==> src/rtl/ps2_pkg.sv <==
// ----------------------------------------------------------------------------
// ps2_pkg
// Shared constants for the PS/2 keyboard scan-code receiver.
//   FRAME_BITS           : bits per PS/2 frame (start, 8 data, parity, stop)
//   BREAK_CODE           : 0xF0 key-release prefix, passed through undecoded
//   EXTEND_CODE          : 0xE0 extended-key prefix, passed through undecoded
//   DEFAULT_FIFO_DEPTH   : default scan-code FIFO depth (power of 2)
//   DEFAULT_TIMEOUT_CYC  : default partial-frame timeout (1 ms at 50 MHz)
//   frame_ok()           : start/stop/odd-parity check of a complete frame
// ----------------------------------------------------------------------------
package ps2_pkg;

    localparam int         FRAME_BITS          = 11;
    localparam logic [7:0] BREAK_CODE          = 8'hF0;
    localparam logic [7:0] EXTEND_CODE         = 8'hE0;
    localparam int         DEFAULT_FIFO_DEPTH  = 8;
    localparam int         DEFAULT_TIMEOUT_CYC = 50000;

    // f[0] = start, f[8:1] = data (LSB first), f[9] = parity, f[10] = stop.
    // Odd parity: the data bits plus the parity bit hold an odd number of ones.
    function automatic logic frame_ok(input logic [FRAME_BITS-1:0] f);
        return ~f[0] & f[10] & (^f[9:1]);
    endfunction

endpackage

==> src/rtl/ps2_fifo.sv <==
// ----------------------------------------------------------------------------
// ps2_fifo
// Scan-code FIFO with DEPTH-1 usable entries (one slot kept empty so that
// full and empty are distinguishable from the pointers alone).
//   clk      : system clock, rising edge
//   clrn     : synchronous active-low reset (pointers only; storage kept)
//   wr_en    : push request; ignored when full unless a pop happens too
//   wr_data  : byte to push
//   rd_en    : pop request; ignored when empty
//   rd_data  : byte at the head, combinational from storage
//   ready    : FIFO non-empty
//   full     : FIFO holds DEPTH-1 entries
// ----------------------------------------------------------------------------
module ps2_fifo #(
    parameter int DEPTH = 8
) (
    input  logic       clk,
    input  logic       clrn,
    input  logic       wr_en,
    input  logic [7:0] wr_data,
    input  logic       rd_en,
    output logic [7:0] rd_data,
    output logic       ready,
    output logic       full
);

    localparam int PTR_W = $clog2(DEPTH);

    logic [7:0]       mem [DEPTH];
    logic [PTR_W-1:0] w_ptr_reg;
    logic [PTR_W-1:0] r_ptr_reg;
    logic             do_write;
    logic             do_read;

    assign ready   = (w_ptr_reg != r_ptr_reg);
    assign full    = (PTR_W'(w_ptr_reg + 1'b1) == r_ptr_reg);
    assign do_read = rd_en & ready;
    // A pop in the same cycle frees the slot, so a full FIFO still accepts.
    assign do_write = wr_en & (~full | do_read);
    assign rd_data  = mem[r_ptr_reg];

    always_ff @(posedge clk) begin
        if (do_write) begin
            mem[w_ptr_reg] <= wr_data;
        end
    end

    always_ff @(posedge clk) begin
        if (!clrn) begin
            w_ptr_reg <= '0;
            r_ptr_reg <= '0;
        end else begin
            if (do_write) begin
                w_ptr_reg <= w_ptr_reg + 1'b1;
            end
            if (do_read) begin
                r_ptr_reg <= r_ptr_reg + 1'b1;
            end
        end
    end

endmodule

==> src/rtl/ps2_scan_rx.sv <==
// ----------------------------------------------------------------------------
// ps2_scan_rx
// PS/2 keyboard receiver: synchronizes the keyboard pins, assembles 11-bit
// frames on ps2_clk falling edges, checks start/stop/odd parity and queues
// good scan codes in a FIFO. Prefix codes (0xF0, 0xE0) are ordinary entries.
//   clk        : 50 MHz system clock, rising edge
//   clrn       : synchronous active-low reset
//   ps2_clk    : keyboard clock pin (asynchronous, idle high)
//   ps2_data   : keyboard data pin (asynchronous, idle high)
//   nextdata_n : active-low pop request for the FIFO head
//   data       : scan code at the FIFO head
//   ready      : FIFO non-empty, data valid
//   overflow   : sticky, a good frame was dropped because the FIFO was full
//   parity_err : one-cycle pulse when a frame is rejected
// ----------------------------------------------------------------------------
module ps2_scan_rx
    import ps2_pkg::*;
#(
    parameter int FIFO_DEPTH  = DEFAULT_FIFO_DEPTH,
    parameter int TIMEOUT_CYC = DEFAULT_TIMEOUT_CYC
) (
    input  logic       clk,
    input  logic       clrn,
    input  logic       ps2_clk,
    input  logic       ps2_data,
    input  logic       nextdata_n,
    output logic [7:0] data,
    output logic       ready,
    output logic       overflow,
    output logic       parity_err
);

    localparam int CNT_W = $clog2(FRAME_BITS);
    localparam int TO_W  = $clog2(TIMEOUT_CYC + 1);

    logic [2:0]       clk_sync_reg;
    logic [2:0]       data_sync_reg;
    logic [CNT_W-1:0] count_reg;
    logic [TO_W-1:0]  timeout_reg;
    logic [9:0]       buffer_reg;
    logic             overflow_reg;
    logic             parity_err_reg;

    logic             fall;
    logic             data_bit;
    logic             frame_done;
    logic             frame_good;
    logic             pop;
    logic             fifo_full;

    // Stages [0],[1] form the synchronizer; [2] is the delayed copy used for
    // edge detection. Data is taken from stage [2] so it is the value that
    // was on the pin a cycle before the clock edge was seen.
    assign fall     = clk_sync_reg[2] & ~clk_sync_reg[1];
    assign data_bit = data_sync_reg[2];

    assign frame_done = fall && (count_reg == CNT_W'(FRAME_BITS - 1));
    assign frame_good = frame_done && frame_ok({data_bit, buffer_reg});
    assign pop        = ready & ~nextdata_n;

    always_ff @(posedge clk) begin
        if (!clrn) begin
            clk_sync_reg  <= '1;
            data_sync_reg <= '1;
        end else begin
            clk_sync_reg  <= {clk_sync_reg[1:0], ps2_clk};
            data_sync_reg <= {data_sync_reg[1:0], ps2_data};
        end
    end

    // Bit counter, shift buffer and partial-frame timeout.
    always_ff @(posedge clk) begin
        if (!clrn) begin
            count_reg   <= '0;
            timeout_reg <= '0;
            buffer_reg  <= '0;
        end else if (fall) begin
            timeout_reg <= '0;
            buffer_reg  <= {data_bit, buffer_reg[9:1]};
            if (frame_done) begin
                count_reg <= '0;
            end else begin
                count_reg <= count_reg + 1'b1;
            end
        end else if (count_reg != '0) begin
            // A stalled frame is silently abandoned so the next one aligns.
            if (timeout_reg == TO_W'(TIMEOUT_CYC - 1)) begin
                count_reg   <= '0;
                timeout_reg <= '0;
            end else begin
                timeout_reg <= timeout_reg + 1'b1;
            end
        end else begin
            timeout_reg <= '0;
        end
    end

    always_ff @(posedge clk) begin
        if (!clrn) begin
            overflow_reg   <= 1'b0;
            parity_err_reg <= 1'b0;
        end else begin
            parity_err_reg <= frame_done & ~frame_good;
            if (frame_good && fifo_full && !pop) begin
                overflow_reg <= 1'b1;
            end
        end
    end

    ps2_fifo #(
        .DEPTH (FIFO_DEPTH)
    ) u_fifo (
        .clk     (clk),
        .clrn    (clrn),
        .wr_en   (frame_good),
        .wr_data (buffer_reg[8:1]),
        .rd_en   (pop),
        .rd_data (data),
        .ready   (ready),
        .full    (fifo_full)
    );

    assign overflow   = overflow_reg;
    assign parity_err = parity_err_reg;

endmodule

==> config.mk <==
export PLATFORM = sky130hd
export DESIGN_NAME = ps2_scan_rx
export DESIGN_NICKNAME = d
export VERILOG_FILES = /design/src/rtl/ps2_pkg.sv /design/src/rtl/ps2_fifo.sv /design/src/rtl/ps2_scan_rx.sv
export SDC_FILE = /design/constraint.sdc
export NUM_CORES = 1
export LEC_CHECK = 0
export CAP_MARGIN = 25
export CORE_MARGIN = 3
export CORE_UTILIZATION = 40
export DETAILED_ROUTE_END_ITERATION = 12
export GPL_ROUTABILITY_DRIVEN = 0
export SLEW_MARGIN = 15
export SYNTH_ARGS = -nofsm -noshare
export SYNTH_HDL_FRONTEND = slang
export SYNTH_SLANG_ARGS = --single-unit
==> constraint.sdc <==
create_clock -name clk -period 2.2 [get_ports clk]
set_input_delay 0.22 -clock clk [delete_from_list [all_inputs] [get_ports clk]]
set_output_delay 0.22 -clock clk [all_outputs]
set_load 0.01 [all_outputs]
* Word-level counts from Yosys, hierarchy flattened
Memories as Yosys holds them, arrays and structs flattened. A register that Yosys moved wholly into a read port is not among the register bits. Cells that the tools add are included.
Cells by class: add/sub/neg operators 4, eq/ne operators 4, multiplexer cells 8, bitwise gates (word level) 15, reduce and logical (&&, ||, !) cells 11
Operators by type and width (number):
- $add 16x1->16 const B | 1
- $eq 16x16->1 const B | 1
- $mux 4 | 4
- $reduce_xor 9->1 | 1
- $and 1x1->1 | 7
- $not 1->1 | 7
- $add 3x1->3 const B | 2
- $mux 3 | 2
- $add 4x1->4 const B | 1
- $eq 4x4->1 const B | 1
- $logic_and 1x1->1 | 4
- $reduce_bool 2->1 | 2
- $reduce_bool 4->1 | 1
- $reduce_or 4->1 | 1
- $eq 3x3->1 | 1
- $ne 3x3->1 | 1
- $mux 1 | 2
- $reduce_and 2->1 | 1
- $logic_not 1->1 | 1
- $or 1x1->1 | 1
Storage, ports and cells: register bits 44, memory bits (writable) 64, input port bits 5, word-level logic and storage cells 52, memories kept 1
Memory list:
- u_fifo.mem | words 8, bits a word 8, rd ports 1, clocked after Yosys merged registers in 1, write ports 1, RTL line ps2_fifo.sv:29 | logic [7:0] mem [DEPTH];

* Logic depth before layout (Yosys ltp)
Gate-level depths: netlist (run 1).
depth in word-level cells 7, depth in mapped cells 7, mapped depth without buffers 7

* Cells and area by module
A second synthesis (run 1) with hierarchy kept.
Unflattened totals: cells, all modules 330, area, all modules 4604.4 µm²
Modules (own cells, without submodules):
- ps2_fifo | instances 1, cells each 149, area an instance 2926.6 µm²
- ps2_scan_rx | instances 1, cells each 181, area an instance 1677.9 µm²

* Worst setup path before layout (run 1)
No wires, ideal clock.
kind register -> register, from register buffer_reg[8], to memory u_fifo.mem[2][0], enable pin, library setup time 370 ps, data arrival time 2110 ps, setup slack -280 ps, cell stages (with the launch flop) 6, clock period less this slack 2480 ps, cell sequence dfxtp_1 > xnor2_1 > xnor3_1 > xor2_1 > or4_4 > nor2_1
Between the ends: word-level cells in the longest chain between the ends 6
RTL lines:
- from (decl) | RTL line ps2_scan_rx.sv:40 | logic [9:0] buffer_reg;
- from (signal assigned) | RTL line ps2_scan_rx.sv:79 | buffer_reg <= {data_bit, buffer_reg[9:1]};
- $reduce_xor 9->1 | RTL line ps2_pkg.sv:22 | return ~f[0] & f[10] & (^f[9:1]);
- $and 1x1->1 | RTL line ps2_pkg.sv:22
- $logic_and 1x1->1 | RTL line ps2_scan_rx.sv:58 | assign frame_good = frame_done && frame_ok({data_bit, buffer_reg});
- $and 1x1->1 | RTL line ps2_fifo.sv:39 | assign do_write = wr_en & (~full | do_read);
- $mux 1 | RTL line ps2_fifo.sv:43 | if (do_write) begin
- $mux 1 (not written as such) | RTL line ps2_fifo.sv:44 | mem[w_ptr_reg] <= wr_data;
- to (decl) | RTL line ps2_fifo.sv:29
Every way passes these cells.

* Worst setup path after layout (run 1)
from register buffer_reg[7], to memory u_fifo.mem[0][0], enable pin
Same word-level chain as after synthesis.

==> results of run 1 <==
==> layout make-up <==
cell class / instances / area share
clock inverter: 4 / 0.0103
sequential: 111 / 0.538
clock buffer: 12 / 0.0253
multi-input combinational: 197 / 0.294
tap: 136 / 0.0319
timing repair buffer: 53 / 0.0947
inverter: 8 / 0.00562
==> Yosys cell counts (7+ instances only) <==
| master | number | area (um2) |
|---|---|---|
| a21oi_1 | 16 | 80.1 |
| clkbuf_1 | 7 | 26.3 |
| dfxtp_1 | 47 | 941 |
| edfxtp_1 | 64 | 1920 |
| inv_1 | 8 | 30.0 |
| mux2_2 | 8 | 90.1 |
| mux4_2 | 16 | 360 |
| nand2_1 | 30 | 113 |
| nand2b_1 | 9 | 56.3 |
| nand3_1 | 10 | 50.1 |
| nor2_1 | 36 | 135 |
| xnor2_1 | 18 | 158 |
| xor2_1 | 8 | 70.1 |
==> where the power goes <==
part           internal (uW)  switching, uW
Sequential              2180           3.82
Clock                    535            647
Combinational           26.7           33.6
==> repair_timing <==
action | CTS | global route
setup buffers | 2 | 2
resized for setup | 28 | 14
setup endpoints to repair | 72 | 72
cloned | 1 | 0
pin swaps | 5 | 2
==> per-layer routing <==
metal / global-route usage / up-vias / wire length [um]
li1: - / 1288 / -
met1: 0.193 / 1271 / 3890
met2: 0.205 / 33 / 3580
met3: 0.0293 / 7 / 273
met5: 0 / - / 0
met4: 0.0389 / 0 / 97
==> path summary, 6_finish.rpt <==
kind | from | endpoint | depth (start not counted)
worst max-delay path | buffer_reg[7] | u_fifo.mem[0][0] | 6
worst min-delay path | ps2_data | data_sync_reg[0] | 2
worst max register to register | buffer_reg[7] | u_fifo.mem[0][0] | 6
worst min register to register | data_sync_reg[1] | data_sync_reg[2] | 1
==> worst register-to-register path, cell delays in order, from the launching register on <==
cell     delay, ns
dfxtp_2       0.34
xnor2_2       0.14
xnor3_1       0.43
xor2_1        0.19
or4_4         0.51
nor3_4        0.24
buf_12        0.16
==> layout by cell type, fill, tap and decap left out, types with 3 or more instances in the layout <==
cell / netlist / layout
a21oi_1: 16 / 15
a31oi_1: 4 / 4
buf_12: 0 / 6
buf_2: 1 / 5
buf_4: 2 / 27
buf_6: 0 / 4
clkbuf_1: 7 / 3
clkbuf_2: 0 / 3
clkbuf_8: 0 / 9
clkdlybuf4s50_1: 0 / 7
dfxtp_1: 47 / 41
dfxtp_2: 0 / 5
edfxtp_1: 64 / 64
ha_1: 6 / 6
inv_1: 8 / 8
mux2_2: 8 / 8
mux4_2: 16 / 16
nand2_1: 30 / 30
nand2b_1: 9 / 9
nand3_1: 10 / 10
nand4_1: 5 / 5
nor2_1: 36 / 33
nor2_4: 0 / 3
nor3_1: 6 / 4
o31ai_1: 3 / 3
xnor2_1: 18 / 16
xnor2_2: 1 / 3
xor2_1: 8 / 8
==> cells by family after synthesis <==
logic type / after synthesis / synth area share
and+or+nand+nor: 110 / 0.118
muxes: 26 / 0.106
AOI/OAI and AO/OA: 26 / 0.0337
DFF: 111 / 0.643
xor gates and xnor gates: 29 / 0.0649
adders and majority gates: 6 / 0.0168
buffers and inverters: 20 / 0.0188
==> through the flow <==
step           total power, uW   util  cell area (um2)  std cells  hold WS (ns)
2_1_floorplan             2260      -             4490        328         0.293
4_1_cts                   3470  0.504             5320        520         0.403
3_3_place_gp              2280  0.480             5060        501         0.400
5_1_grt                   3570  0.506             5340        521         0.417
6_report                  3420  0.506             5340        521         0.415
3_5_place_dp              2290  0.480             5060        501         0.407
==> results.cfg, run 1 <==
[layout]
largest_register_ffs = 64
fill_cells = 937
seqCellArea_um2 = 2870
multi_input_area_um2 = 1570
final_nets = 391
drive_gt1_frac = 0.262
antennaDiodeCount = 0
area_growth_pct = 19.8

[sta]
setup_ws_ns = -0.0763
drv_slew = 0
worstMarginPinSlew_ns = 0.734
slew_headroom = 0.510
setup_tns_ns = -1.55
min_period_ns = 2.28
skew_ns = 0.0142
timing.final.crit_share = 1.03
fmax_mhz = 439
hold_viol = 0
rsz0062_at_grt = true
setup_viol = 24

[route]
drt-vias-per-instance = 4.99
drc_errors = 0
routed_wl_mm = 7.84
dr.first_iter.drc_count = 134
drtPass1Iterations = 6
num_vias = 2599
ant_nets = 0
wire_per_inst_um = 15.0

[global_routing]
gr-usage-all-layers = 0.134
globalRouteOverflowTotal = 0
grt_pass1_wl_mm = 13.2
grt_max_degree = 22
grt_pass1_vias = 2562
grt_antenna_before_repair = 0

[logic_synthesis]
netlist-cell-type-count = 39
synth_async_sr_flop_share = 0
yosysSeqAreaShare = 0.643
synth_edf_count = 64
ys.flop_type = edfxtp_1
avgSynthCellArea_um2 = 13.6
yosys_warnings = 0
synth-seq-cells = 111
postSynthCellCount = 328
synth_nets = 339
syn_area_um2 = 4460

[worst_setup_path]
cp.arrival_ns = 2.35
cp.required_ns = 2.28
cpMaxStageDelayCell = or4_4
regToRegSetupSlack_ns = -0.08
cp_max_fo = 8
crit_path_max_incr_delay_ns = 0.51
path_cells = xnor2_2 > xnor3_1 > xor2_1 > or4_4 > nor3_4 > buf_12
crit_type = register to register
endpoint_kind = register
crit_family = XOR/XNOR gates
start_kind = register
crit_buf_inv = 1

[floorplanning]
start_util = 0.422
die_height_um = 112
die-area_um2 = 12400
die_w_um = 112
row_count = 37
ios = 16
coreArea_um2 = 10600

[clock_network]
numClockSinks = 111
h-tree-depth = 3
cts_tree = yes
cts_buffers = 9
path_clk_slew_ns = 0.10
hold_buffers = 0
cts.path.max_buffers = 2
clk_latency_ns = 0.36
root_buffer = clkbuf_8

[placed_design]
dp_slack_ns = -0.0964
dpl.hpwl_mm = 5.27
portBuffers = 15

[worst_hold_path]
min_path_type = input port to register

[power_and_ir_drop]
power.static_leakage_uw = 0.00179
p_per_area_nw_per_um2 = 641
vdd_ir_drop_max_mv = 0.369

[status]
violations = setup timing
status = complete, but fails checks

[flow_run]
maxCapViolCount = 0
(Power assumes the default switching activity.)
==> inputs of run 2 (changes only) <==
==> constraint.sdc (replaced) <==
create_clock -name clk -period 1.8 [get_ports clk]
set_input_delay 0.18 -clock clk [delete_from_list [all_inputs] [get_ports clk]]
set_output_delay 0.18 -clock clk [all_outputs]
set_load 0.01 [all_outputs]
==> run 2 against run 1 <==
The flow still finishes with violations (setup timing). Clock skew decreased by 0.00095 ns. Combinational power increased by 66%. First-iteration DRC count decreased by 18%. Final cell count increased by 5.2%. Die area unchanged. Total power increased by 25%. Design area increased by 9.9%. Fmax decreased by 0.27%. Setup slack got worse by 0.41 ns. Critical path type unchanged. Largest cell class unchanged.
==> results.cfg, run 2 (synthesized netlist as in run 1, its figures left out) <==
[status]
status = complete, but fails checks
violations = setup timing

[clock_network]
cts_buffers = 9
cts.path.max_buffers = 2
root_buffer = clkbuf_8
h-tree-depth = 3
cts_tree = yes
path_clk_slew_ns = 0.12
numClockSinks = 111
clk_latency_ns = 0.38

[worst_setup_path]
cpMaxStageDelayCell = or4_4
endpoint_kind = register
cp.arrival_ns = 2.39
start_kind = register
reg2regPathDepth = 6
rr_endpoint = u_fifo.mem[0][1]
crit_buf_inv = 1
r2r-start = buffer_reg[2]
regToRegSetupSlack_ns = -0.48
crit_family = XOR/XNOR gates
crit_type = register to register
cp_max_fo = 8
crit_path_max_incr_delay_ns = 0.52
path_cells = xnor2_2 > xnor3_1 > xor2_1 > or4_4 > nor3_4 > buf_12
path_depth = 6
cp.required_ns = 1.91

[placed_design]
portBuffers = 15
dpl.hpwl_mm = 5.68
dp.cells = 518
dpl_cell_area_um2 = 5290

[sta]
rsz0062_at_grt = true
hold_slack_ns = 0.349
drv_slew = 0
timing.final.crit_share = 1.27
slew_headroom = 0.702
min_period_ns = 2.28
setup_viol = 74
fmax_mhz = 438
worstMarginPinSlew_ns = 0.444
hold_viol = 0
skew_ns = 0.0133
setup_ws_ns = -0.482

[floorplanning]
die-area_um2 = 12400
die_w_um = 112
coreArea_um2 = 10600
die_height_um = 112
ios = 16
row_count = 37
start_util = 0.422

[global_routing]
use_met2 = 0.248
grt_pass1_vias = 2902
globalRouteOverflowTotal = 0
grt_max_degree = 24
grt_use_met1 = 0.196
top_usage_layer = met2
grt_pass1_wl_mm = 14.5
gr-usage-all-layers = 0.149
grt_antenna_before_repair = 0
met3_usage = 0.0299

[route]
routed_wl_mm = 8.61
ant_nets = 0
dr.first_iter.drc_count = 110
drtPass1Iterations = 6
drt-vias-per-instance = 5.06
drc_errors = 0
num_vias = 2772
wire_per_inst_um = 15.7

[power_and_ir_drop]
pwr-share-seq = 0.622
p_per_area_nw_per_um2 = 728
power.static_leakage_uw = 0.00203
switching_share = 0.234
vdd_ir_drop_max_mv = 0.412
power_switching_uw = 1000
clkPwrFrac = 0.354
pwr-share-comb = 0.023
intPower_uw = 3270

[worst_hold_path]
hold_depth = 2
min_from = ps2_data
min_path_type = input port to register
hold_path_end = data_sync_reg[0]

[layout]
final_common_cell = edfxtp_1
final_util = 0.556
final_cell_mix = edfxtp_1 (64), buf_4 (42), dfxtp_1 (36)
antennaDiodeCount = 0
largest_register_ffs = 64
area_growth_pct = 31.7
final_nets = 418
fill_cells = 864
drive_gt1_frac = 0.357
stdcell_count = 548
design_area_um2 = 5870

[flow_run]
maxCapViolCount = 0
-- run 2: cell types whose count changed in the layout (fill, tap and decap cells not counted), sizes merged --
cell / change
buf: +30
clkbuf: -6
inv: +3
clkinv: +2
bufinv: -1
clkdlybuf4s50: -1
clkinvlp: -1
dlygate4sd2: +1
-- run 2: how the worst max path moves through the flow --
stage	start	to	slack, ns
after CTS	buffer_reg[1]	u_fifo.mem[0][1]	-0.49
final	buffer_reg[2]	u_fifo.mem[0][1]	-0.48
after global placement	buffer_reg[7]	u_fifo.mem[0][1]	-0.50
after floorplan	buffer_reg[7]	u_fifo.mem[0][0]	-0.53
after detailed placement	buffer_reg[7]	u_fifo.mem[0][1]	-0.53
after global routing	buffer_reg[2]	u_fifo.mem[0][6]	-0.58
-- run 2: metrics by stage --
step                      total power [uW]  setup slack (ns)  setup TNS (ns)
after floorplan                       2760            -0.534          -26.10
after global placement                2800            -0.497          -26.58
after detailed placement              2800            -0.528          -29.08
after CTS                             4330            -0.489          -24.96
after global routing                  4450            -0.583          -30.21
final                                 4280            -0.482          -25.11
-- run 2: layer usage --
metal,routed length (um),part of all wire,vias to the layer above
met5,0,0,-
met4,85,0.0099,0
met3,223,0.026,7
met2,4360,0.51,46
met1,3940,0.46,1369
li1,-,-,1350
-- run 2: layout make-up --
type	count	area, um2	area share
clock inverter	7	88.8	0.0151
clock buffer	9	124	0.0211
timing repair buffer	80	883	0.151
multi-input combinational	197	1690	0.288
inverter	8	30.0	0.00512
tap	136	170	0.0290
sequential	111	2880	0.491
-- run 2: what timing repair did --
| item | CTS | global route |
|---|---|---|
| gates cloned | 2 | 0 |
| pin swaps | 11 | 7 |
| hold buffers | 0 | 0 |
| setup buffers | 12 | 2 |
| endpoints found under the setup margin | 93 | 97 |
| gates resized for setup | 71 | 13 |
-- run 2: power groups by stage --
stage               combinational [uW]  clock [uW]  sequential [uW]
floorplan                         36.1           0             2720
global placement                  80.2           0             2720
detailed placement                82.1           0             2720
CTS                               98.1        1570             2660
global route                       110        1680             2660
finish                             100        1510             2660
